**src/rtl/bus_arb_pkg.sv**
```systemverilog
// Shared types and constants for the peripheral bus arbiter (state encoding, master ids, slow-region defaults).
// Build option: BUS_ARB_FIXED_PRIO_EN selects fixed M0 priority inside arb_rr_pick.
package bus_arb_pkg;

    typedef enum logic [1:0] {
        IDLE   = 2'd0,
        ACCESS = 2'd1,
        WAIT   = 2'd2,
        DONE   = 2'd3
    } state_e;

    localparam logic M0 = 1'b0;
    localparam logic M1 = 1'b1;

    // Default UART window of the peripheral address map.
    localparam logic [31:0] SLOW_BASE_DEF = 32'h0000_7F30;
    localparam logic [31:0] SLOW_END_DEF  = 32'h0000_7F3F;

    typedef struct packed {
        logic [31:0] addr;
        logic [31:0] wdata;
        logic [3:0]  byteen;
    } xact_t;

    function automatic logic in_region(input logic [31:0] addr,
                                       input logic [31:0] lo,
                                       input logic [31:0] hi);
        return (addr >= lo) && (addr <= hi);
    endfunction

endpackage

```
**src/rtl/arb_rr_pick.sv**
```systemverilog
// Two-way request picker: round-robin on a tie (winner = !last), or fixed M0 priority
// when BUS_ARB_FIXED_PRIO_EN is defined. Purely combinational.
module arb_rr_pick
    import bus_arb_pkg::*;
(
    input  logic [1:0] req_i,
    input  logic       last_i,
    output logic       winner_o
);

`ifdef BUS_ARB_FIXED_PRIO_EN
    logic unused_last;
    assign unused_last = last_i;
    assign winner_o    = req_i[0] ? M0 : M1;
`else
    always_comb begin
        winner_o = M0;
        case (req_i)
            2'b01:   winner_o = M0;
            2'b10:   winner_o = M1;
            2'b11:   winner_o = ~last_i;
            default: winner_o = M0;
        endcase
    end
`endif

endmodule

```
**src/rtl/periph_bus_arbiter.sv**
```systemverilog
// Two-master sequencer for the peripheral data bus: one access in flight, one-cycle write strobe,
// wait states for the slow region. Tie policy set by BUS_ARB_FIXED_PRIO_EN (default round-robin).
module periph_bus_arbiter
    import bus_arb_pkg::*;
#(
    parameter logic [31:0] SLOW_BASE = SLOW_BASE_DEF,
    parameter logic [31:0] SLOW_END  = SLOW_END_DEF,
    parameter int unsigned SLOW_WAIT = 2
) (
    input  logic        clk,
    input  logic        sys_rstn,
    input  logic        m0_req,
    input  logic [31:0] m0_addr,
    input  logic [31:0] m0_wdata,
    input  logic [3:0]  m0_byteen,
    output logic        m0_gnt,
    output logic        m0_rvalid,
    input  logic        m1_req,
    input  logic [31:0] m1_addr,
    input  logic [31:0] m1_wdata,
    input  logic [3:0]  m1_byteen,
    output logic        m1_gnt,
    output logic        m1_rvalid,
    output logic [31:0] rdata,
    output logic [31:0] bus_addr,
    output logic [31:0] bus_raddr,
    output logic [31:0] bus_wdata,
    output logic [3:0]  bus_byteen,
    input  logic [31:0] bus_rdata
);

    localparam logic [3:0] WAIT_CYC = 4'(SLOW_WAIT);

    state_e      state_q;
    xact_t       xact_q;
    logic        win_q;
    logic        last_q;
    logic        slow_q;
    logic [3:0]  cnt_q;
    logic        m0_gnt_q, m1_gnt_q;
    logic        m0_rvalid_q, m1_rvalid_q;
    logic [31:0] bus_addr_q, bus_wdata_q;
    logic [3:0]  bus_byteen_q;

    logic        winner_d;
    xact_t       sel_d;

    arb_rr_pick u_pick (
        .req_i    ({m1_req, m0_req}),
        .last_i   (last_q),
        .winner_o (winner_d)
    );

    assign sel_d = (winner_d == M1) ? '{addr: m1_addr, wdata: m1_wdata, byteen: m1_byteen}
                                    : '{addr: m0_addr, wdata: m0_wdata, byteen: m0_byteen};

    always_ff @(posedge clk) begin
        if (!sys_rstn) begin
            state_q      <= IDLE;
            xact_q       <= '0;
            win_q        <= M0;
            last_q       <= M1;
            slow_q       <= 1'b0;
            cnt_q        <= '0;
            m0_gnt_q     <= 1'b0;
            m1_gnt_q     <= 1'b0;
            m0_rvalid_q  <= 1'b0;
            m1_rvalid_q  <= 1'b0;
            bus_addr_q   <= '0;
            bus_wdata_q  <= '0;
            bus_byteen_q <= '0;
        end else begin
            m0_gnt_q    <= 1'b0;
            m1_gnt_q    <= 1'b0;
            m0_rvalid_q <= 1'b0;
            m1_rvalid_q <= 1'b0;
            case (state_q)
                IDLE: begin
                    if (m0_req || m1_req) begin
                        xact_q       <= sel_d;
                        win_q        <= winner_d;
                        slow_q       <= in_region(sel_d.addr, SLOW_BASE, SLOW_END);
                        bus_addr_q   <= sel_d.addr;
                        bus_wdata_q  <= sel_d.wdata;
                        bus_byteen_q <= sel_d.byteen;
                        m0_gnt_q     <= (winner_d == M0);
                        m1_gnt_q     <= (winner_d == M1);
                        state_q      <= ACCESS;
                    end
                end
                ACCESS: begin
                    // Write strobe lives only in ACCESS: exactly one bridge WE per write.
                    bus_byteen_q <= '0;
                    if (slow_q && (WAIT_CYC != 4'd0)) begin
                        cnt_q   <= WAIT_CYC;
                        state_q <= WAIT;
                    end else begin
                        m0_rvalid_q <= (win_q == M0);
                        m1_rvalid_q <= (win_q == M1);
                        state_q     <= DONE;
                    end
                end
                WAIT: begin
                    if (cnt_q <= 4'd1) begin
                        m0_rvalid_q <= (win_q == M0);
                        m1_rvalid_q <= (win_q == M1);
                        state_q     <= DONE;
                    end else begin
                        cnt_q <= cnt_q - 4'd1;
                    end
                end
                DONE: begin
                    last_q      <= win_q;
                    bus_addr_q  <= '0;
                    bus_wdata_q <= '0;
                    state_q     <= IDLE;
                end
                default: state_q <= IDLE;
            endcase
        end
    end

    assign m0_gnt     = m0_gnt_q;
    assign m1_gnt     = m1_gnt_q;
    assign m0_rvalid  = m0_rvalid_q;
    assign m1_rvalid  = m1_rvalid_q;
    assign bus_addr   = bus_addr_q;
    assign bus_raddr  = bus_addr_q;
    assign bus_wdata  = bus_wdata_q;
    assign bus_byteen = bus_byteen_q;

    // Synchronous DM data only appears in DONE, so it is gated through rather than registered.
    assign rdata = ((state_q == DONE) && (xact_q.byteen == 4'h0)) ? bus_rdata : 32'h0;

endmodule

```
**config.mk**
```make
export PLATFORM = sky130hd
export DESIGN_NAME = periph_bus_arbiter
export DESIGN_NICKNAME = d
export VERILOG_FILES = /design/src/rtl/bus_arb_pkg.sv /design/src/rtl/arb_rr_pick.sv /design/src/rtl/periph_bus_arbiter.sv
export SDC_FILE = /design/constraint.sdc
export NUM_CORES = 1
export LEC_CHECK = 0
export ABC_AREA = 1
export CAP_MARGIN = 20
export CORE_AREA = 2 2 121 123
export CTS_BUF_LIST = sky130_fd_sc_hd__clkbuf_4
export CTS_CLUSTER_DIAMETER = 150
export CTS_CLUSTER_SIZE = 10
export DETAILED_ROUTE_END_ITERATION = 12
export DIE_AREA = 0 0 123 125
export PLACE_DENSITY = 0.75
export SYNTH_ARGS = -nofsm -noshare
export SYNTH_HDL_FRONTEND = slang
export SYNTH_SLANG_ARGS = --single-unit
export TNS_END_PERCENT = 10
```
**constraint.sdc**
```tcl
create_clock -name clk -period 4.72 [get_ports clk]
set_input_delay 0.472 -clock clk [delete_from_list [all_inputs] [get_ports clk]]
set_output_delay 0.472 -clock clk [all_outputs]
set_load 0.03 [all_outputs]
```
### Yosys cells after proc, flatten, opt, wreduce, memory -nomap -nowiden

Cells that the tools add are included.
W data, S select, Z words.

* eq/ne operators: 9
* add/sub/neg operators: 1
* reductions and logical operators: 14
* $lt $le $gt $ge: 3
* bitwise logic cells: 3
* muxes and demuxes: 22

Operator list (number)
* $pmux W32 S2: 2
* $mux W32: 3
* $mux W68: 1
* $ge A32 B15 Y1 const B: 1
* $le A32 B15 Y1 const B: 1
* $pmux W4 S2: 2
* $mux W4: 3
* $eq A2 B2 Y1 const B: 4
* $ne A2 B2 Y1 const B: 4
* $pmux W2 S4: 1
* $reduce_and A2 Y1: 4
* $pmux W1 S2: 3
* $reduce_and A3 Y1: 2
* $reduce_bool A2 Y1: 3
* $mux W1: 5
* $le A4 B1 Y1 const B: 1
* $logic_not A4 Y1: 1
* $mux W2: 2
* $sub A4 B1 Y4 const B: 1
* $not A1 Y1: 3
* $eq A2 B1 Y1 const B: 1
* $logic_and A1 B1 Y1: 2
* $logic_not A2 Y1: 1
* $logic_or A1 B1 Y1: 1

* register bits after elaboration: 85
* input port bits: 172

### Longest topological paths before layout

Gate-level depths: netlist of run 1.

* word-level depth: 5
* gate-level depth with buffers: 11
* mapped depth without buffers: 10

### Hierarchy

Synthesis of run 1 repeated with hierarchy kept, for this count alone.

* cells, all modules: 708
* area, all modules: 4698.3 µm²

Modules (own cells, without submodules)
* periph_bus_arbiter: cells an instance 706, instances 1, seq. area each 1701.6 µm², area an instance 4685.7 µm²
* arb_rr_pick: cells an instance 2, instances 1, seq. area each 0.0 µm², area an instance 12.5 µm²

### Worst setup path before layout of run 1

No wires, ideal clock.

* path kind: flip-flop to output port
* start point: register state_q[0]
* end point: output rdata[10]
* arrival: 1419 ps
* path buffers: 1
* cell stages (with the launch flop): 5
* setup slack: 2829 ps
* cell sequence: dfxtp_1 -> ha_1 -> nand2_1 -> clkbuf_1 -> nor2_1

* longest elaborated chain between the ends: 3

Ends and longest elaborated chain
* from (decl): RTL line periph_bus_arbiter.sv:34 `state_e state_q;`
* from (signal assigned): RTL line periph_bus_arbiter.sv:59 `state_q <= IDLE;`
* from (signal assigned): RTL line periph_bus_arbiter.sv:88 `state_q <= ACCESS;`
* from (signal assigned): RTL line periph_bus_arbiter.sv:96 `state_q <= WAIT;`
* $eq A2 B2 Y1: RTL line periph_bus_arbiter.sv:133 `assign rdata = ((state_q == DONE) && (xact_q.byteen == 4'h0)) ? bus_rdata : 32'h0;`
* $logic_and A1 B1 Y1: RTL line periph_bus_arbiter.sv:133
* $mux W32: RTL line periph_bus_arbiter.sv:133
* to (decl): RTL line periph_bus_arbiter.sv:24 `output logic [31:0] rdata,`

Every way passes these cells.

### Final worst setup path of run 1

* start point: register state_q[0]
* end point: output rdata[9]

The elaborated chain is that of the path after synthesis.

==> results_dict.tcl, run 1 <==
set metrics [dict create \
    stdcell_count 1127 \
    fmaxAchievable_mhz 294 \
    root_buffer "clkbuf_4" \
    post-place-ws_ns 1.65 \
    syn-cell-area_um2 4620 \
    fillers 1393 \
    cts.sinks 85 \
    power_frac_seq_pct 28.9 \
    post_cts_buffers 0 \
    internal_power_uw 2040 \
    layout-drive-gt1-share_pct 2.97 \
    powerDensity_nw_per_um2 481 \
    cp-start-kind "register" \
    initial_core_util_pct 32.5 \
    most-common-layout-cells "307 x clkdlybuf4s50_1, 186 x nand2_1, 85 x dfxtp_1" \
    p_sw_uw 1670 \
    r2r-start "state_q[1]" \
    crit_family "simple AND/OR/NAND/NOR gates" \
    final_common_cell "clkdlybuf4s50_1" \
    path_cells "ha_1, nand2_1, nor2_1, clkdlybuf4s50_1" \
    async_reset_ff_share_pct 0 \
    setup.worst_path.end_class "output port" \
    finalWirelength_um 16400 \
    tns_ns 0 \
    rsz0062_at_grt "no" \
    netSwitchingFraction_pct 45.0 \
    cts_tree "yes" \
    tightest_slew_ns 0.999 \
    power_frac_comb_pct 58.3 \
    crit_required_ns 4.25 \
    hold_path.class "register to register" \
    rrSetupSlack_ns 2.13 \
    maxCapViolCount 0 \
    timing.final.crit_share_pct 72.2 \
    worstRegToRegCells 9 \
    ys_warn_count 0 \
    place_congestion 0.833 \
    status "complete, no violations" \
    antenna_left 0 \
    crit_path_max_fanout 32 \
    cts_resized 0 \
    grt_pass1_wl_um 24900 \
    synth_edf_count 0 \
    crit_type "register to output port" \
    synth_cell_types 24 \
    peakVddDrop_mv 0.282 \
    via_per_inst 4.62 \
    nNetsFinal 1116 \
    vias 5203 \
    drt_iter0_drc 284 \
    dp_hpwl_um 12100 \
    crit_start "state_q[0]" \
    synth.avg_cell_area_um2 6.76 \
    syn-instance-count 684 \
    clk_path_buf_depth 2 \
    finalHoldViolations 0 \
    grt_overflow 0 \
    dr.pass1.iters 4 \
    hold_depth 2 \
    slew_viol_final 0 \
    critical_path_depth 4 \
    die_w_um 123 \
    path_clk_slew_ns 0.14 \
    wl_per_cell_um 14.5 \
    die-area_um2 15400 \
    worstPathArrival_ns 2.93 \
    core_area_um2 14200 \
    cts_max_level 3 \
    pwr-share-clk_pct 12.8 \
    seq_area_frac_synth_pct 36.8 \
    cts_hold_buf 0 \
    place.port_buffers 307 \
    antenna_found_initial 0 \
    finClkSkew_ns 0.0192 \
    grt_use_total_pct 20.4 \
    ys_ff_latch 85 \
    slowest_stage "clkdlybuf4s50_1" \
    rows 44 \
    n_antenna_cell 0 \
    p_leak_uw 0.00313 \
    ys.flop_type "dfxtp_1" \
    relSlewSlack_pct 33.2 \
    clock_latency_ns 0.45 \
    io_pins 308 \
    dpl.cell_count 1111 \
    endpoint "rdata[9]" \
    grt_max_degree 71 \
    finalCriticalPeriod_ns 3.41 \
    die_y_um 125 \
    setup_violations 0 \
    max_stage_delay_ns 0.72 \
    grt_pass1_vias 4914 \
    total_power_uw 3710 \
    r2r-end "bus_addr[0]" \
    drc 0 \
    syn2layout_area_growth_pct 67.0 \
    syn_nets 862 \
    cts_made_buffers 9 \
    worst_slack_ns 1.31 \
    cp_num_buf_inv 1 \
]
## worst min-delay path: stages, from the launching register on
cell	delay [ns]
dfxtp_1	0.33
nand2_1	0.06
a21oi_1	0.05
## registers in the layout, summed over array words and instances (netlist names), 2 cells and up
signal,cells
bus_wdata,32
state_q,2
cnt_q,4
xact_q,4
bus_addr,32
bus_byteen,4
## synthesized netlist by cell type (all sizes together) (3+ instances only)
cell      n  area share, %
o21ai    47            5.3
o21a     36            5.8
nand3    36            3.9
a21oi    81            8.8
buf      56            8.4
nor2     50            4.2
ha        6            1.6
inv      63            5.1
clkbuf   16            1.3
nor3      3           0.32
nand2   188             16
dfxtp    85             37
nand3b   13            2.1
## power by group through the flow
stage               registers [uW]  logic (uW)  clock network, uW
CTS                           1080        2180                497
detailed placement            1090        2170                  0
global placement              1080        2150                  0
global route                  1100        2320                525
floorplan                     1410        1070                  0
finish                        1070        2160                476
## cell type report
type / instances / area (um^2) / area share (%)
clock buffers: 11 / 82.6 / 1.07
clock inverters: 5 / 75.1 / 0.973
inverters: 63 / 236 / 3.06
multi-input cells: 464 / 2240 / 29.0
flip-flops and latches: 85 / 1700 / 22.0
well taps: 184 / 230 / 2.98
repair buffers: 315 / 3150 / 40.8
## worst min path at each step
stage	to	from	slack, ns
after CTS	bus_wdata[20]	bus_wdata[20]	0.47
after detailed placement	slow_q	slow_q	0.46
after global placement	bus_wdata[18]	bus_wdata[18]	0.45
final	bus_wdata[17]	bus_wdata[17]	0.47
after global routing	bus_wdata[24]	bus_wdata[24]	0.49
after floorplan	m0_rvalid	win_q	0.43
## cell families (layout without fill, tap and decap cells)
group,after synthesis,in the layout,share of synthesized area [%]
flip-flops,85,85,36.8
buffers and inverters,135,394,14.9
adder cells (fa/ha/maj),6,6,1.62
XOR/XNOR,2,2,0.379
AND/OR/NAND/NOR,292,292,26.4
AO/OA/AOI/OAI,164,164,19.9
## routing by layer
layer | vias to the layer above | wire length (um) | track usage, %
met3 | 15 | 1680 | 6.39
met4 | 0 | 201 | 6.42
li1 | 2666 | - | -
met1 | 2307 | 6760 | 23.9
met2 | 215 | 7750 | 35.1
met5 | - | 0 | 0
## metrics by stage
| step | instance area (um^2) | hold WS (ns) | util [%] |
|---|---|---|---|
| after floorplan | 4620 | 0.426 | - |
| after global placement | 7530 | 0.451 | 53.0 |
| after detailed placement | 7560 | 0.455 | 53.2 |
| after CTS | 7720 | 0.474 | 54.3 |
| after global routing | 7720 | 0.492 | 54.3 |
| final | 7720 | 0.471 | 54.3 |
(Power assumes the default switching activity.)
==> inputs of run 2 (changes only) <==
- CORE_AREA: 2 2 121 123 -> unset
- CORE_UTILIZATION: unset -> 34
- DIE_AREA: 0 0 123 125 -> unset
- PLACE_DENSITY: 0.75 -> 0.8
- clock period: 4.72 -> 2.82 ns (I/O delays scaled with it)
==> results_dict.tcl, run 2 (synthesis results as in run 1) <==
set metrics [dict create \
    io_pins 308 \
    initial_core_util_pct 34.9 \
    grt_pass1_vias 4912 \
    core_area_um2 13200 \
    die_w_um 119 \
    crit_path_max_fanout 32 \
    cts_tree "yes" \
    tns_ns 0 \
    peakVddDrop_mv 0.503 \
    final_common_cell "clkdlybuf4s50_1" \
    place.port_buffers 307 \
    wl_per_cell_um 14.3 \
    finalWirelength_um 16000 \
    clock_latency_ns 0.45 \
    worstPathArrival_ns 2.34 \
    rsz0062_at_grt "no" \
    slowest_stage "clkdlybuf4s50_1" \
    relSlewSlack_pct 57.2 \
    clk_path_buf_depth 2 \
    n_antenna_cell 0 \
    layout-drive-gt1-share_pct 3.49 \
    max_stage_delay_ns 0.69 \
    finalHoldViolations 0 \
    post-place-ws_ns 0.389 \
    post_cts_buffers 0 \
    path_cells "ha_2, nand2_1, buf_4, nor2_1, clkdlybuf4s50_1" \
    timing.final.crit_share_pct 93.1 \
    grt_pass1_wl_um 24900 \
    worst_slack_ns 0.194 \
    die_y_um 119 \
    crit_required_ns 2.54 \
    maxCapViolCount 0 \
    dp_hpwl_um 11700 \
    netSwitchingFraction_pct 46.6 \
    most-common-layout-cells "307 x clkdlybuf4s50_1, 186 x nand2_1, 85 x dfxtp_1" \
    grt_max_degree 65 \
    hold_path.class "input port to register" \
    crit_family "buffers and inverters" \
    power_frac_seq_pct 29.2 \
    nNetsFinal 1118 \
    syn2layout_area_growth_pct 66.9 \
    drc 0 \
    tightest_slew_ns 0.640 \
    p_sw_uw 2850 \
    cts_made_buffers 9 \
    slew_viol_final 0 \
    pwr-share-clk_pct 11.0 \
    cp-start-kind "register" \
    crit_type "register to output port" \
    cts_hold_buf 0 \
    grt_overflow 0 \
    vias 5221 \
    via_per_inst 4.66 \
    setup_violations 0 \
    place_congestion 0.835 \
    finalCriticalPeriod_ns 2.63 \
    cp_num_buf_inv 2 \
    power_frac_comb_pct 59.8 \
    finClkSkew_ns 0.0135 \
    utilization_pct 58.2 \
    p_leak_uw 0.00312 \
    die-area_um2 14100 \
    hold_ws_ns 0.440 \
    dpl.cell_count 1105 \
    status "complete, no violations" \
    root_buffer "clkbuf_4" \
    path_clk_slew_ns 0.15 \
    rows 42 \
    setup.worst_path.end_class "output port" \
    fmaxAchievable_mhz 381 \
    antenna_left 0 \
    dr.pass1.iters 5 \
    cts_max_level 3 \
    drt_iter0_drc 324 \
    cts.sinks 85 \
    antenna_found_initial 0 \
    stdcell_count 1121 \
    internal_power_uw 3270 \
    powerDensity_nw_per_um2 794 \
    grt_use_total_pct 22.3 \
]
==> run 2: final cells by class <==
class | count | area (um^2)
multi-input combinational | 464 | 2240
inverter | 63 | 236
clock inverter | 7 | 58.8
timing repair buffer | 317 | 3190
tap | 176 | 220
sequential | 85 | 1700
fill | 1267 | 5530
clock buffer | 9 | 67.6
==> run 2: repair_timing <==
action / CTS / global route
setup endpoints to repair: 0 / 24
resized for setup: 0 / 1
endpoints found under the hold margin: 0 / 0
==> run 2: per-stage QoR <==
step	instance area, um^2	power (uW)
finish	7710	6120
global route	7710	6530
CTS	7710	6180
detailed placement	7580	5490
global placement	7580	5460
floorplan	4620	4150
==> run 2: worst reg2reg max path: stages (launching register included) <==
cell,delay (ns)
dfxtp_1,0.44
inv_1,0.09
ha_1,0.29
o21ai_4,0.54
buf_12,0.30
nand2_1,0.11
a21oi_1,0.15
==> run 2: power by group through the flow <==
stage	Clock, uW	Sequential, uW	Combinational [uW]
after global placement	0	1810	3660
after floorplan	0	2350	1790
after global routing	752	1840	3940
after detailed placement	0	1820	3670
after CTS	702	1790	3690
final	673	1790	3660
==> run 2: worst paths after layout <==
path                         to        from  slack [ns]  cells after the start
setup / recovery      rdata[22]  state_q[0]        0.19                      5
hold / removal      bus_addr[3]  m1_addr[3]        0.44                      3
setup reg to reg  bus_wdata[17]  state_q[0]        0.83                      6
hold reg to reg       m1_rvalid       win_q        0.47                      2
==> run 2: per-layer routing <==
metal  track usage [%]  share of wire (%)  vias to the layer above
met4              7.52                1.7                        0
met1              26.9                 43                     2319
met3              4.92                7.8                       18
met2              39.0                 48                      216
met5                 0                  0                        -
li1                  -                  -                     2668
